$ cat config.mk
export PLATFORM = sky130hd
export DESIGN_NAME = uart_rx
export DESIGN_NICKNAME = d
export VERILOG_FILES = /design/src/rtl/uart_rx.sv
export SDC_FILE = /design/constraint.sdc
export NUM_CORES = 1
export LEC_CHECK = 0
export CORE_ASPECT_RATIO = 0.6
export CORE_UTILIZATION = 56
export DETAILED_ROUTE_END_ITERATION = 10
export MAX_ROUTING_LAYER = met4
export PLACE_DENSITY = 0.77
export SYNTH_ARGS = -nofsm -noshare
export SYNTH_HDL_FRONTEND = slang
export SYNTH_SLANG_ARGS = --single-unit
$ cat constraint.sdc
create_clock -name clock -period 2.28 [get_ports clock]
set_input_delay 0.342 -clock clock [delete_from_list [all_inputs] [get_ports clock]]
set_output_delay 0.342 -clock clock [all_outputs]
set_load 0.02 [all_outputs]
$ cat src/rtl/uart_rx.sv
// Oversampling UART receiver: 8N1 frames, or 8E1 when PARITY_EN is defined.
// Produces a parallel byte with a one-cycle valid strobe plus framing/parity error strobes.
module uart_rx #(
   parameter int CLKS_PER_BIT = 1302,
   parameter int DATA_BITS    = 8
) (
   input  logic                 clock,
   input  logic                 reset,
   input  logic                 rx_serial,
   output logic [DATA_BITS-1:0] rx_data,
   output logic                 rx_valid,
   output logic                 rx_busy,
   output logic                 framing_error,
   output logic                 parity_error
);

   localparam int HALF = CLKS_PER_BIT / 2;
   localparam int CW   = $clog2(CLKS_PER_BIT) + 1;
   localparam int IW   = $clog2(DATA_BITS) + 1;
   localparam logic [CW-1:0] BIT_LAST  = CW'(CLKS_PER_BIT - 1);
   localparam logic [CW-1:0] HALF_LAST = CW'(HALF - 1);
   localparam logic [IW-1:0] IDX_LAST  = IW'(DATA_BITS - 1);

   typedef enum logic [2:0] {IDLE, START, DATA, PARITY, STOP, WAIT_HIGH} state_t;

   logic                 rx_meta_reg, rx_s_reg;
   state_t               state_reg, state_next;
   logic [CW-1:0]        count_reg, count_next;
   logic [IW-1:0]        idx_reg, idx_next;
   logic [DATA_BITS-1:0] shift_reg, shift_next;
   logic [DATA_BITS-1:0] data_reg, data_next;
   logic                 valid_reg, valid_next;
   logic                 ferr_reg, ferr_next;
   logic [DATA_BITS-1:0] shift_in;
`ifdef PARITY_EN
   logic                 pbad_reg, pbad_next;
   logic                 perr_reg, perr_next;
`endif

   // New bit enters at the MSB so the first-received bit ends up at bit 0.
   assign shift_in = {rx_s_reg, shift_reg} >> 1;

   always_ff @(posedge clock) begin
      if (reset) begin
         rx_meta_reg <= 1'b1;
         rx_s_reg    <= 1'b1;
         state_reg   <= IDLE;
         count_reg   <= '0;
         idx_reg     <= '0;
         shift_reg   <= '0;
         data_reg    <= '0;
         valid_reg   <= 1'b0;
         ferr_reg    <= 1'b0;
`ifdef PARITY_EN
         pbad_reg    <= 1'b0;
         perr_reg    <= 1'b0;
`endif
      end else begin
         rx_meta_reg <= rx_serial;
         rx_s_reg    <= rx_meta_reg;
         state_reg   <= state_next;
         count_reg   <= count_next;
         idx_reg     <= idx_next;
         shift_reg   <= shift_next;
         data_reg    <= data_next;
         valid_reg   <= valid_next;
         ferr_reg    <= ferr_next;
`ifdef PARITY_EN
         pbad_reg    <= pbad_next;
         perr_reg    <= perr_next;
`endif
      end
   end

   always_comb begin
      state_next = state_reg;
      count_next = count_reg;
      idx_next   = idx_reg;
      shift_next = shift_reg;
      data_next  = data_reg;
      valid_next = 1'b0;
      ferr_next  = 1'b0;
`ifdef PARITY_EN
      pbad_next  = pbad_reg;
      perr_next  = 1'b0;
`endif
      case (state_reg)
         IDLE: begin
            count_next = '0;
            idx_next   = '0;
            if (!rx_s_reg) state_next = START;
         end
         START: begin
            // Re-check the line at mid start bit so short low glitches are dropped.
            if (count_reg == HALF_LAST) begin
               count_next = '0;
               idx_next   = '0;
               state_next = rx_s_reg ? IDLE : DATA;
            end else begin
               count_next = count_reg + CW'(1);
            end
         end
         DATA: begin
            if (count_reg == BIT_LAST) begin
               count_next = '0;
               shift_next = shift_in;
               idx_next   = idx_reg + IW'(1);
               if (idx_reg == IDX_LAST) begin
`ifdef PARITY_EN
                  state_next = PARITY;
`else
                  state_next = STOP;
`endif
               end
            end else begin
               count_next = count_reg + CW'(1);
            end
         end
         PARITY: begin
`ifdef PARITY_EN
            if (count_reg == BIT_LAST) begin
               count_next = '0;
               pbad_next  = rx_s_reg ^ (^shift_reg);
               state_next = STOP;
            end else begin
               count_next = count_reg + CW'(1);
            end
`else
            state_next = IDLE;
`endif
         end
         STOP: begin
            // Leaving at mid stop bit leaves half a bit to catch a back-to-back start edge.
            if (count_reg == BIT_LAST) begin
               count_next = '0;
               if (rx_s_reg) begin
                  data_next  = shift_reg;
                  valid_next = 1'b1;
`ifdef PARITY_EN
                  perr_next  = pbad_reg;
`endif
                  state_next = IDLE;
               end else begin
                  ferr_next  = 1'b1;
                  state_next = WAIT_HIGH;
               end
            end else begin
               count_next = count_reg + CW'(1);
            end
         end
         WAIT_HIGH: begin
            if (rx_s_reg) state_next = IDLE;
         end
         default: state_next = IDLE;
      endcase
   end

   assign rx_data       = data_reg;
   assign rx_valid      = valid_reg;
   assign rx_busy       = (state_reg != IDLE);
   assign framing_error = ferr_reg;
`ifdef PARITY_EN
   assign parity_error  = perr_reg;
`else
   assign parity_error  = 1'b0;
`endif

endmodule

# Word-level counts from Yosys, hierarchy flattened
# Index checks and enable logic that the tools add are counted.
# W data, S select, Z words.
# classes
add_sub_neg,2
eq_ne,13
mux,17
bitwise,2
n_reduce_logical,10
# ops
operator,n
$pmux W12 S3,1
$mux W12,2
$mux W3,7
$pmux W3 S5,1
$add A12 B1 Y12 const B,1
$eq A12 B10 Y1 const B,1
$eq A12 B11 Y1 const B,1
$ne A2 B2 Y1 const B,6
$pmux W4 S3,1
$reduce_bool A3 Y1,3
$mux W4,2
$eq A3 B3 Y1 const B,2
$reduce_and A3 Y1,2
$reduce_and A6 Y1,1
$add A4 B1 Y4 const B,1
$eq A4 B3 Y1 const B,1
$eq A3 B1 Y1 const B,1
$eq A3 B2 Y1 const B,1
$logic_not A3 Y1,1
$reduce_or A3 Y1,1
$mux W1,2
$mux W2,1
$not A1 Y1,2
$reduce_and A2 Y1,1
$reduce_or A2 Y1,1
# totals
regBits,39
inputBits,3
out_inout_bits,12
elab_cells,53

# Logic depth before layout (Yosys ltp)
# logic_depth
depth_word,4
depth_mapped,8
depth_no_buf,7

# Least setup slack after synthesis
# Ideal clock, no wire load.
# synth_path
path_kind,reg2reg
startpoint,reg count_reg[6]
endpoint,reg state_reg[1]
setup_ps,121
arrival_time_ps,1754
required_time_ps,2159
path_slack_ps,405
path_stages_with_launch,6
n_path_buf,0
synth_period_minus_slack_ps,1875
cell_sequence,dfxtp_1 or3_4 nor3_4 o22ai_2 nor2_1 mux2_2
# synth_between
elab_chain_cells,3
word_cells_on_any_way,6
classes_between,eq/ne: 5; reduce/logical: 1
# synth_lines
item,line,rtl
from (decl),28,"logic [CW-1:0] count_reg, count_next;"
from (signal assigned),62,count_reg <= count_next;
$eq A12 B11 Y1 / $eq A12 B10 Y1 (equally long branches),"104, 134, 95",
$ne A2 B2 Y1 (no line),-,
$reduce_and A6 Y1 (no line) (*),-,
to (signal assigned),61,state_reg <= state_next;
to (decl),27,"state_t state_reg, state_next;"
# Mark *: on every way between the ends. The rest lies on a longest branch, timed or not.
# A chain may end at the register's enable or synchronous reset.

# Final worst setup path
# layout_path
startpoint,reg count_reg[1]
endpoint,reg state_reg[1]
# The elaborated chain is that of the path after synthesis.

==> results.ini <==
[critical_path]
path_depth = 7
required_ps = 2460
r2r_slack_ps = 150
r2r_start = count_reg[1]
r2r_cells = 7
crit_buf_inv = 1
worstPathArrival_ps = 2310
cp_cell_sequence = inv_1 -> ha_1 -> nand4b_1 -> nor3_4 -> o22ai_2 -> nor2_1 -> mux2_2
r2r_end = state_reg[1]
start_kind = flop
critPathTopFamily = simple AND/OR/NAND/NOR gates
slowest_stage = nor3_4
end_kind = flop
cp_max_fo = 8
crit_type = flop to flop
max_stage_delay_ps = 370

[clocking]
ctsResizeCount = 0
clk_pin_slew_ps = 80
cts_max_level = 2
cts_made_buffers = 5
cts_setup_buffers = 0
clock_sinks = 39
worstSkewPairLatency_ps = 290
postCtsHoldBufs = 0
clk_path_buf_depth = 2
cts_tree = built
cts-root-buf = clkbuf_8

[power_and_ir_drop]
peakVddDrop_v = 0.0004427
pwr-share-clk_pct = 30.0
total_leakage_power_nw = 0.7867
p_sw_w = 0.0004806
pwr-share-comb_pct = 20.6
p_int_w = 0.001020
switching_share_pct = 32.03
power_density_mw_per_mm2 = 715.4
seqPwrFrac_pct = 49.4

[synth]
synth_compound_area_share_pct = 14.58
syn_area_mm2 = 0.001828
synth_top_family_by_area = simple AND/OR/NAND/NOR gates
yosysUniqueCellTypes = 51
yosysTopAreaCell = dfxtp_1
ys_ff_latch = 39
synth_fp_nets = 221
yosysSeqAreaShare_pct = 42.71
syn_avg_cell_area_um2 = 8.542
yosys.area_share.simple_pct = 29.43
synth.mux.area_fraction_pct = 5.544
synth_edf_count = 0
synth-xor-area-share_pct = 1.437
yosysTopAreaCellShare_pct = 42.71
synthCells = 214
synth_fa_ha_area_share_pct = 2.738
ys_warn_count = 0
synth-main-ff-cell = dfxtp_1
async_reset_ff_share_pct = 0
synth_top_cells_by_area = dfxtp_1 43%, nand2_1 7.4%, mux2i_1 4.9%

[floorplan]
ios = 15
die_w_um = 75.76
die_area_mm2 = 0.003504
start_util_pct = 61.26
dieHeight_um = 46.26
core.rowCount = 15
coreArea_mm2 = 0.002984

[finish]
largest_reg_flops = 12
area_growth_pct = 14.72
diodes = 0
final_nets = 237
drive_gt1_share_pct = 10.82

[global_routing]
track_usage_pct = 28.34
grt-ovfl-total = 0
grt_max_degree = 16
grt_pass1_vias = 1446
grt_pass1_wl_mm = 6.886
antenna_found_initial = 0

[timing]
finalWorstSetupSlack_ps = 148.7
finalSetupViolCount = 0
finalCritPeriodShare_pct = 93.48
grt_setup_unrepaired = false
tns_ps = 0
clock.fmax_mhz = 469.2
max-slew-margin-rel_pct = 65.30
drv_slew = 0
fin_skew_ps = 7.783
period_needed_ps = 2131
worstMarginPinSlew_ps = 515.7
finalHoldViolations = 0
whs_ps = 413.3

[hold_path]
hp-class = flop to flop
min_path_cells = 1
hp-start = rx_meta_reg
hold_path_end = rx_s_reg

[route]
ant_nets = 0
route.vias.total = 1638
drt-initial-drc-count = 164
finalWirelength_mm = 4.391
vias_per_cell = 6.000
drt-pass1-iter-count = 5
drc = 0
wl_per_cell_um = 16.08

[placement]
globalplace.congestion = 1.044
place_ws_ps = 200.3
port-buffer-count = 13
hpwlAfterDp_mm = 3.225

[job]
max_cap_viol_count = 0

[run_status]
status = complete, no violations

## layout make-up
class | instances | area, µm²
Multi-Input combinational cell | 160 | 985.9
Inverter | 5 | 18.77
Clock inverter | 3 | 15.01
Fill cell | 229 | 887.1
Tap cell | 42 | 52.55
Timing Repair Buffer | 19 | 175.2
Clock buffer | 5 | 68.82
Sequential cell | 39 | 780.7
## cells in the final DEF (no fill, tap or decap), drive strengths merged, types with 4 or more instances in the layout
cell / Yosys / layout
nor2: 20 / 20
nor4b: 4 / 4
nand2: 36 / 36
a21oi: 14 / 14
buf: 2 / 6
dfxtp: 39 / 39
mux2i: 9 / 9
clkdlybuf4s50: 0 / 13
inv: 5 / 5
nand4: 6 / 6
ha: 4 / 4
nand3: 10 / 10
o21ai: 5 / 5
nor3: 8 / 8
clkbuf: 8 / 5
## stage by stage
| stage | utilization (%) | total power, W | instances | instance area (µm²) |
|---|---|---|---|---|
| 6_report | 70.27 | 0.001500 | 273 | 2097 |
| 5_1_grt | 70.27 | 0.001568 | 273 | 2097 |
| 4_1_cts | 70.27 | 0.001493 | 273 | 2097 |
| 3_5_place_dp | 67.46 | 0.001058 | 265 | 2013 |
| 3_3_place_gp | 67.46 | 0.001041 | 265 | 2013 |
| 2_1_floorplan | - | 0.0009758 | 214 | 1828 |
## worst max-delay path by stage
| stage | endpoint | startpoint | slack [ps] |
|---|---|---|---|
| 2_1_floorplan | state_reg[1] | count_reg[6] | 400 |
| 3_3_place_gp | state_reg[1] | count_reg[6] | 340 |
| 3_5_place_dp | state_reg[1] | count_reg[1] | 200 |
| 4_1_cts | state_reg[1] | count_reg[1] | 180 |
| 5_1_grt | state_reg[1] | count_reg[0] | 30 |
| 6_report | state_reg[1] | count_reg[1] | 150 |
## cell usage after synthesis, drive strengths merged, types with 3 or more instances
cell,number
nand3,10
o21ai,5
mux2i,9
nor4b,4
nor2,20
nand4,6
nand2,36
ha,4
inv,5
or2,3
nand4bb,3
nor3,8
clkbuf,8
or3,3
a21oi,14
nor2b,3
dfxtp,39
## power groups by stage
stage               registers (W)  clock network, W  logic (W)
floorplan                0.000730                 0   0.000246
global placement         0.000752                 0   0.000288
detailed placement       0.000756                 0   0.000302
CTS                      0.000739          0.000448   0.000305
global route             0.000745          0.000486   0.000337
finish                   0.000741          0.000450   0.000309
## per-layer routing
metal / part of all wire (%) / track usage, % / vias to the layer above
met2: 44 / 42.48 / 81
li1: - / - / 791
met1: 47 / 38.35 / 755
met4: 1.4 / 6.296 / 0
met5: 0 / - / -
met3: 7.7 / 7.440 / 11
## cell families after synthesis
kind of cell,Yosys count
AO/OA/AOI/OAI,39
XOR/XNOR,3
adder cells (fa/ha/maj),4
buffers and inverters,15
flip-flops,39
multiplexers,10
other,1
AND/OR/NAND/NOR,103
No activity file was read; power rests on OpenSTA's default activity.
